==> src/rtl/poly_factor_recover_if.sv <==
// Request/result handshake bundle for poly_factor_recover.
// The master drives the request and consumes the result; the slave is the divider.
interface poly_factor_recover_if #(
  parameter int W = 16
);
  logic           in_valid;
  logic           in_ready;
  logic [2*W-1:0] in_p;
  logic [W-1:0]   in_d;
  logic [1:0]     in_sel;
  logic           out_valid;
  logic           out_ready;
  logic [W-1:0]   out_q;
  logic [W-1:0]   out_r;
  logic           out_exact;
  logic           out_dz;
  logic           out_ovf;
  logic [1:0]     out_sel;

  modport master (
    output in_valid, in_p, in_d, in_sel, out_ready,
    input  in_ready, out_valid, out_q, out_r, out_exact, out_dz, out_ovf, out_sel
  );

  modport slave (
    input  in_valid, in_p, in_d, in_sel, out_ready,
    output in_ready, out_valid, out_q, out_r, out_exact, out_dz, out_ovf, out_sel
  );
endinterface

==> src/rtl/poly_factor_recover.sv <==
// Recovers the unknown factor of a 2W-bit product by restoring division,
// one quotient bit per clock, with divide-by-zero and overflow short-cuts.
module poly_factor_recover #(
  parameter int W  = 16,
  parameter int CW = 5
) (
  input  logic                  clk,
  input  logic                  rst,
  poly_factor_recover_if.slave  io_bus
);
  typedef enum logic [1:0] {S_IDLE, S_RUN, S_DONE} state_t;

  state_t         r_state;
  logic [W-1:0]   r_rem;
  logic [W-1:0]   r_lo;
  logic [W-1:0]   r_d;
  logic [1:0]     r_sel;
  logic [CW-1:0]  r_cnt;
  logic           r_in_ready;
  logic           r_out_valid;
  logic [W-1:0]   r_q;
  logic [W-1:0]   r_r;
  logic           r_exact;
  logic           r_dz;
  logic           r_ovf;
  logic [1:0]     r_out_sel;

  // r_lo holds the unconsumed dividend bits on top and collects quotient bits underneath.
  logic [W:0]     w_rem_ext;
  logic [W:0]     w_rem_sub;
  logic           w_ge;
  logic [W-1:0]   w_rem_next;
  logic [W-1:0]   w_q_next;
  logic [W-1:0]   w_hi;

  assign w_rem_ext  = {r_rem, r_lo[W-1]};
  assign w_ge       = (w_rem_ext >= {1'b0, r_d});
  assign w_rem_sub  = w_rem_ext - {1'b0, r_d};
  assign w_rem_next = w_ge ? w_rem_sub[W-1:0] : w_rem_ext[W-1:0];
  assign w_q_next   = {r_lo[W-2:0], w_ge};
  assign w_hi       = io_bus.in_p[2*W-1:W];

  always_ff @(posedge clk) begin
    if (rst) begin
      r_state     <= S_IDLE;
      r_rem       <= '0;
      r_lo        <= '0;
      r_d         <= '0;
      r_sel       <= '0;
      r_cnt       <= '0;
      r_in_ready  <= 1'b1;
      r_out_valid <= 1'b0;
      r_q         <= '0;
      r_r         <= '0;
      r_exact     <= 1'b0;
      r_dz        <= 1'b0;
      r_ovf       <= 1'b0;
      r_out_sel   <= '0;
    end else begin
      case (r_state)
        S_IDLE: begin
          if (io_bus.in_valid && r_in_ready) begin
            r_d        <= io_bus.in_d;
            r_sel      <= io_bus.in_sel;
            r_in_ready <= 1'b0;
            if (io_bus.in_sel == 2'd0) begin
              r_state     <= S_DONE;
              r_out_valid <= 1'b1;
              r_q         <= '0;
              r_r         <= io_bus.in_p[W-1:0];
              r_exact     <= (io_bus.in_p == '0);
              r_dz        <= 1'b0;
              r_ovf       <= 1'b0;
              r_out_sel   <= io_bus.in_sel;
            end else if (io_bus.in_d == '0) begin
              r_state     <= S_DONE;
              r_out_valid <= 1'b1;
              r_q         <= '1;
              r_r         <= '0;
              r_exact     <= 1'b0;
              r_dz        <= 1'b1;
              r_ovf       <= 1'b0;
              r_out_sel   <= io_bus.in_sel;
            end else if (w_hi >= io_bus.in_d) begin
              // Quotient would need more than W bits.
              r_state     <= S_DONE;
              r_out_valid <= 1'b1;
              r_q         <= '1;
              r_r         <= '0;
              r_exact     <= 1'b0;
              r_dz        <= 1'b0;
              r_ovf       <= 1'b1;
              r_out_sel   <= io_bus.in_sel;
            end else begin
              r_state <= S_RUN;
              r_rem   <= w_hi;
              r_lo    <= io_bus.in_p[W-1:0];
              r_cnt   <= '0;
            end
          end
        end
        S_RUN: begin
          r_rem <= w_rem_next;
          r_lo  <= w_q_next;
          r_cnt <= r_cnt + 1'b1;
          if (r_cnt == CW'(W - 1)) begin
            r_state     <= S_DONE;
            r_out_valid <= 1'b1;
            r_q         <= w_q_next;
            r_r         <= w_rem_next;
            r_exact     <= (w_rem_next == '0);
            r_dz        <= 1'b0;
            r_ovf       <= 1'b0;
            r_out_sel   <= r_sel;
          end
        end
        S_DONE: begin
          if (io_bus.out_ready) begin
            r_state     <= S_IDLE;
            r_out_valid <= 1'b0;
            r_in_ready  <= 1'b1;
          end
        end
        default: begin
          r_state     <= S_IDLE;
          r_out_valid <= 1'b0;
          r_in_ready  <= 1'b1;
        end
      endcase
    end
  end

  assign io_bus.in_ready  = r_in_ready;
  assign io_bus.out_valid = r_out_valid;
  assign io_bus.out_q     = r_q;
  assign io_bus.out_r     = r_r;
  assign io_bus.out_exact = r_exact;
  assign io_bus.out_dz    = r_dz;
  assign io_bus.out_ovf   = r_ovf;
  assign io_bus.out_sel   = r_out_sel;
endmodule

==> src/flat_wrapper.sv <==
// flat-port wrapper written by rule: the top's interface ports become plain ports
module poly_factor_recover_flat 
#(
  parameter int W  = 16,
  parameter int CW = 5
)
  (clk, rst, io_bus_in_valid, io_bus_in_p, io_bus_in_d, io_bus_in_sel, io_bus_out_ready, io_bus_in_ready, io_bus_out_valid, io_bus_out_q, io_bus_out_r, io_bus_out_exact, io_bus_out_dz, io_bus_out_ovf, io_bus_out_sel);
  poly_factor_recover_if #(.W(W)) io_bus_i ();
  input  logic clk;
  input  logic rst;
  input wire logic [$bits(io_bus_i.in_valid)-1:0] io_bus_in_valid;
  input wire logic [$bits(io_bus_i.in_p)-1:0] io_bus_in_p;
  input wire logic [$bits(io_bus_i.in_d)-1:0] io_bus_in_d;
  input wire logic [$bits(io_bus_i.in_sel)-1:0] io_bus_in_sel;
  input wire logic [$bits(io_bus_i.out_ready)-1:0] io_bus_out_ready;
  output wire logic [$bits(io_bus_i.in_ready)-1:0] io_bus_in_ready;
  output wire logic [$bits(io_bus_i.out_valid)-1:0] io_bus_out_valid;
  output wire logic [$bits(io_bus_i.out_q)-1:0] io_bus_out_q;
  output wire logic [$bits(io_bus_i.out_r)-1:0] io_bus_out_r;
  output wire logic [$bits(io_bus_i.out_exact)-1:0] io_bus_out_exact;
  output wire logic [$bits(io_bus_i.out_dz)-1:0] io_bus_out_dz;
  output wire logic [$bits(io_bus_i.out_ovf)-1:0] io_bus_out_ovf;
  output wire logic [$bits(io_bus_i.out_sel)-1:0] io_bus_out_sel;
  assign io_bus_i.in_valid = io_bus_in_valid;
  assign io_bus_i.in_p = io_bus_in_p;
  assign io_bus_i.in_d = io_bus_in_d;
  assign io_bus_i.in_sel = io_bus_in_sel;
  assign io_bus_i.out_ready = io_bus_out_ready;
  assign io_bus_in_ready = io_bus_i.in_ready;
  assign io_bus_out_valid = io_bus_i.out_valid;
  assign io_bus_out_q = io_bus_i.out_q;
  assign io_bus_out_r = io_bus_i.out_r;
  assign io_bus_out_exact = io_bus_i.out_exact;
  assign io_bus_out_dz = io_bus_i.out_dz;
  assign io_bus_out_ovf = io_bus_i.out_ovf;
  assign io_bus_out_sel = io_bus_i.out_sel;
  poly_factor_recover #(.W(W), .CW(CW)) u_core (.clk(clk), .rst(rst), .io_bus(io_bus_i));
endmodule
==> config.mk <==
export PLATFORM = sky130hd
export DESIGN_NAME = poly_factor_recover_flat
export DESIGN_NICKNAME = d
export VERILOG_FILES = /design/src/rtl/poly_factor_recover_if.sv /design/src/rtl/poly_factor_recover.sv /design/src/flat_wrapper.sv
export SDC_FILE = /design/constraint.sdc
export NUM_CORES = 1
export LEC_CHECK = 0
export ABC_AREA = 0
export CAP_MARGIN = 20
export CORE_ASPECT_RATIO = 0.7
export CORE_MARGIN = 2
export CORE_UTILIZATION = 50
export CTS_CLUSTER_DIAMETER = 60
export CTS_CLUSTER_SIZE = 20
export DETAILED_ROUTE_END_ITERATION = 8
export MAX_ROUTING_LAYER = met4
export PLACE_DENSITY = 0.76
export SETUP_SLACK_MARGIN = 0.02
export SYNTH_ARGS = -nofsm -noshare
export SYNTH_HDL_FRONTEND = slang
export SYNTH_SLANG_ARGS = --single-unit
==> constraint.sdc <==
create_clock -name clk -period 3.64 [get_ports clk]
set_clock_uncertainty 0.1 [all_clocks]
set_input_delay 1.092 -clock clk [delete_from_list [all_inputs] [get_ports clk]]
set_output_delay 1.092 -clock clk [all_outputs]
set_load 0.01 [all_outputs]
# After elaboration in Yosys (flattened, before gate mapping)

Cells that the tools add are included.

Flip-flop bits (word level): 96
Bits of input ports: 54
Output and inout bits: 39
Logic and storage cells: 108

Add/subtract/negate cells: 2
Order comparisons: 2
Equality and inequality tests: 10
Mux-type cells: 66
Bitwise logic cells: 1
Reductions and logical operators: 13

Operators by type and width:

| cell                                                                     | count |
|---|---|
| 16-bit two-way mux                                                       | 19 |
| 16-bit one-hot mux with 2 select lines                                   | 4 |
| 16-bit logical NOT                                                       | 2 |
| 32-bit logical NOT                                                       | 1 |
| 2-bit two-way mux                                                        | 11 |
| 1-bit two-way mux                                                        | 20 |
| 5-bit two-way mux                                                        | 4 |
| 17-bit by 16-bit >= comparator with 1-bit output                         | 1 |
| 16-bit >= comparator                                                     | 1 |
| 16-bit subtractor                                                        | 1 |
| 5-bit one-hot mux with 2 select lines                                    | 1 |
| 2-bit inequality test (second input constant)                            | 4 |
| 4-bit AND reduction                                                      | 2 |
| 1-bit one-hot mux with 2 select lines                                    | 3 |
| 1-bit one-hot mux with 3 select lines                                    | 2 |
| 2-bit one-hot mux with 3 select lines                                    | 1 |
| 3-bit AND reduction                                                      | 2 |
| 5-bit by 1-bit adder with 5-bit output (second input constant)           | 1 |
| 5-bit by 4-bit == test with 1-bit output (second input constant)         | 1 |
| 5-bit AND reduction                                                      | 1 |
| 2-bit logical NOT                                                        | 2 |
| 2-bit by 1-bit inequality test with 1-bit output (second input constant) | 2 |
| 4-bit by 1-bit inequality test with 1-bit output (second input constant) | 1 |
| 2-bit one-hot mux with 2 select lines                                    | 1 |
| other kinds (6)                                                          | 6 |

# Depth between registers and ports, before layout

Depth after elaboration: 6
Depth in mapped cells: 12
Gate-level depth less buffers: 12

# Least setup slack after synthesis

Ideal clock, no wire load.

Path type: in2reg
From: in io_bus_in_d[9]
To: reg u_core.r_rem[10]
Arrival: 2.996 ns
Setup slack: 0.416 ns
Stages: 11
Path buffers: 1
Path through: inv_1 > ha_1 > a21o_1 > a21o_1 > a21oi_1 > o2111ai_1 > a21o_1 > o31a_1 > buf_2 > a221oi_1 > nor2_1

Longest elaborated chain between the ends: 3
Elaborated cells on any way between the ends: 5
Those cells by class: order compare: 1; eq/ne: 2; reduce/logical: 2

RTL lines:

| element                                                    | line                                                 | text |
|---|---|---|
| start, declared                                            | flat_wrapper.sv:13                                   | `input wire logic [$bits(io_bus_i.in_d)-1:0] io_bus_in_d;` |
| 16-bit >= comparator or 16-bit logical NOT (tied branches) | poly_factor_recover.sv:84, poly_factor_recover.sv:75 |  |
| 2-bit inequality test (no line)                            | --                                                   |  |
| 5-bit AND reduction (no line) (*)                          | --                                                   |  |
| end signal, assigned                                       | poly_factor_recover.sv:96                            | `r_rem <= w_hi;` |
| end signal, assigned                                       | poly_factor_recover.sv:103                           | `r_rem <= w_rem_next;` |
| end, declared                                              | poly_factor_recover.sv:14                            | `logic [W-1:0] r_rem;` |

Mark *: on every way between the ends. The rest lies on a longest branch, timed or not.
A chain may end at the register's enable or synchronous reset.

# Final worst setup path

From: in io_bus_in_p[28]
To: reg u_core.r_rem[5]

Longest elaborated chain between the ends: 3

RTL lines:

| element                         | line                      | text |
|---|---|---|
| start, declared                 | flat_wrapper.sv:12        | `input wire logic [$bits(io_bus_i.in_p)-1:0] io_bus_in_p;` |
| 16-bit >= comparator            | poly_factor_recover.sv:84 | `end else if (w_hi >= io_bus.in_d) begin` |
| 2-bit inequality test (no line) | --                        |  |
| 5-bit AND reduction (no line)   | --                        |  |

Every way passes these cells.

==> key figures <==
Status
  – Status: complete, no violations

Clock tree
  – H-Tree Depth: 3
  – Worst-Skew Late Latency: 0.35 ns
  – Clk root buf: clkbuf_16
  – Clock transition at path regs: 0.07 ns
  – TritonCTS Sinks: 96
  – Number of buffers created by CTS: 9
  – Clk buf depth: 2
  – # hold bufs at CTS: 0
  – CTS tree: built

Hold path
  – Hold-critical path depth: 2
  – Min-delay worst type: register to register
  – Hold Path End: u_core.io_bus.out_q[13]
  – Worst Min Path Start: u_core.io_bus.out_q[13]

Floorplanning
  – Top Ports: 93
  – Die Y: just over 90 um
  – Initial core utilization: 51.2%
  – Row Count: 32
  – Die width: 131 um
  – Core area: 0.0110 mm^2
  – Area of the die: 0.0122 mm^2

STA
  – Tmin final: 3.57 ns
  – Final Cycle Share: 98.2%
  – Slew at the pin with the worst max-slew slack: 0.785 ns
  – Max Clk Rate: 280 MHz
  – Setup TNS: 0 ns
  – Fin. max-slew vios: 0
  – Hold Fails Final Rpt: 0
  – Min Hold Slack: approximately 0.35 ns
  – Max_slew headroom: 47.7%
  – # setup viols final: 0

Critical path
  – Internal reg-to-reg setup slack: 0.49 ns
  – RR Endpoint: u_core.io_bus.out_exact
  – Worst setup SP type: input pin
  – CP required: 3.81 ns
  – Critical R2R Launch: u_core.r_lo[15]
  – Worst path arrival time: about 3.8 ns
  – Worst setup EP type: register
  – R2R cell count: 12
  – WS Path Type: input pin to register
  – Crit Path Max Fanout: 9

Synthesis
  – Syn Area/Cell: between 7 and 8 um^2
  – Yosys reg bits: 96
  – Yosys cell types: 63
  – Post-synth ARST share: 0%
  – Cell area after synthesis: about 0.0056 mm^2
  – Yosys warns: 0
  – Synthesized instance count: 728
  – Synth top area cells: dfxtp_1 34%, nand2_1 7.9%, ha_1 7.5%
  – Yosys top cell by area: dfxtp_1
  – Sequential fraction of the synthesis area: roughly a third
  – Syn nets: 817
  – Top FF cell, synth: dfxtp_1
  – Area share of the largest cell type after synthesis: 34.1%
  – Post-synth EDFFs: 0

Cells and area
  – Post-route cell area: approximately 0.0077 mm^2
  – Final core utilization: 70.2%
  – Final nets: 945
  – Commonest non-fill, non-tap cell in the layout: nand2_1
  – Area growth syn-to-layout: 37.1%
  – Share of layout cells above drive strength 1: 15.1%
  – Commonest cells after routing, fill and taps aside: 118 x nand2_1, 96 x dfxtp_1, 74 x nor2_1, 70 x a21oi_1, 66 x clkdlybuf4s50_1
  – Number of diodes: 0

Power and ir drop
  – Power Density: 534 mW/mm^2
  – LEAKAGE: 3.23 nW
  – Max IR drop VDD: 0.263 mV

Drt
  – DR vias/cell: 5.96
  – DRC: 0
  – Vias: 6041
  – TritonRoute pass-1 iters: 5
  – WL/cell: 18.6 um
  – WL final: around 19 mm
  – Post-DRT Antenna Nets: 0
  – First DRT Iteration DRCs: 630

Placed design
  – Post-DP Area: 0.00709 mm^2
  – # port buffers: 92
  – Hpwl dp: 13.7 mm
  – Gpl congestion: approximately 0.95

Global route
  – Congestion Overflow GR: 0
  – Pin count of the biggest net entering global routing: 53
  – First-pass GRT wire length: 28.5 mm
  – Vias in the first global route: 5600
  – Initial antenna violation count: 0
  – GR Util All Layers: 30.9%

Job
  – Max-capacitance violation count: 0
## state kept, by name (all words and copies together), names as in the netlist, 2 cells and up
| signal | flops |
|---|---|
| u_core.io_bus.out_q | 16 |
| u_core.io_bus.out_r | 16 |
| u_core.r_d | 16 |
| u_core.r_lo | 16 |
| u_core.r_rem | 16 |
| u_core.r_cnt | 5 |
| u_core.io_bus.out_sel | 2 |
| u_core.r_sel | 2 |
| u_core.r_state | 2 |
## synthesized netlist by cell type, types with 5 or more instances
library cell and n:
a311oi_1 18, clkbuf_1 29, a21oi_1 73, a22oi_1 5, nor3_1 22, nor2b_1 10, nand2b_1 6, o21ai_0 15
mux2i_1 11, nor4_1 12, nor2_1 74, xnor2_1 6, buf_2 7, ha_1 34, dfxtp_1 96, a211oi_1 24
nand4_1 8, inv_1 42, nand2_1 119, o211ai_1 16, a21o_1 11, nand3_1 8
## kinds of logic (layout without fill, tap and decap cells)
kind of cell / count (synthesis) / after routing / share of synthesized area, %
simple gates: 286 / 286 / 23.0
mux: 13 / 13 / 2.42
buf+inv: 85 / 217 / 6.15
compound gates: 203 / 203 / 24.9
flops: 96 / 96 / 34.1
fa+ha+maj: 35 / 35 / 7.90
xor+xnor: 10 / 10 / 1.55
## report_power, final
part / internal [mW] / total [mW] / switching [mW] / leakage, nW
Clock: 0.674 / 1.10 / 0.426 / 0.168
Combinational: 0.797 / 1.76 / 0.966 / 2.27
Sequential: 1.16 / 1.26 / 0.0994 / 0.786
## area by class of cell
cell class / instances / area, um^2
inverters: 42 / 158
clock inverters: 6 / 115
flip-flops and latches: 96 / 1920
fillers: 877 / 3280
well taps: 153 / 191
clock buffers: 9 / 225
multi-input cells: 547 / 3490
repair buffers: 160 / 1620
## worst max-delay path by stage
| stage | start | to | slack [ns] |
|---|---|---|---|
| after floorplan | io_bus_in_d[9] | u_core.r_rem[10] | 0.42 |
| after global placement | io_bus_in_d[9] | u_core.r_cnt[2] | -0.29 |
| after detailed placement | io_bus_in_d[9] | u_core.r_rem[12] | -0.48 |
| after CTS | io_bus_in_d[9] | u_core.r_lo[10] | 0.02 |
| after global routing | io_bus_in_p[28] | u_core.r_rem[7] | -0.02 |
| final | io_bus_in_p[28] | u_core.r_rem[5] | 0.07 |
## metal layers
metal / global-route usage, % / up-vias / wire length [um]
met4: 7.09 / 0 / 201
met5: - / - / 0
met3: 7.05 / 20 / 1820
met2: 44.7 / 299 / 8110
met1: 43.9 / 2865 / 8670
li1: - / 2857 / -
## through the flow
stage	worst slack [ns]	power, mW	cells
finish	0.0658	4.13	1013
global route	-0.0217	4.32	1013
CTS	0.0214	4.02	1007
detailed placement	-0.482	2.93	992
global placement	-0.294	2.89	992
floorplan	0.416	2.39	728
## critical path, stage by stage
cell and delay (ns):
clkdlybuf4s50_1 0.45, ha_2 0.20, a21oi_2 0.13, nor2b_1 0.06
o21ai_1 0.18, o2111ai_2 0.12, a21o_1 0.23, buf_6 0.14
o31ai_4 0.58, buf_6 0.20, clkbuf_16 0.15, o21ai_0 0.08
a21oi_1 0.12
## repair_timing
action                                 CTS  global route
setup buffers                            0             2
endpoints found under the hold margin    0             0
resized for setup                        1            50
setup endpoints to repair                8            33
pin swaps                                0            18
cloned                                   0             4
Power figures use the tool's default switching activity.
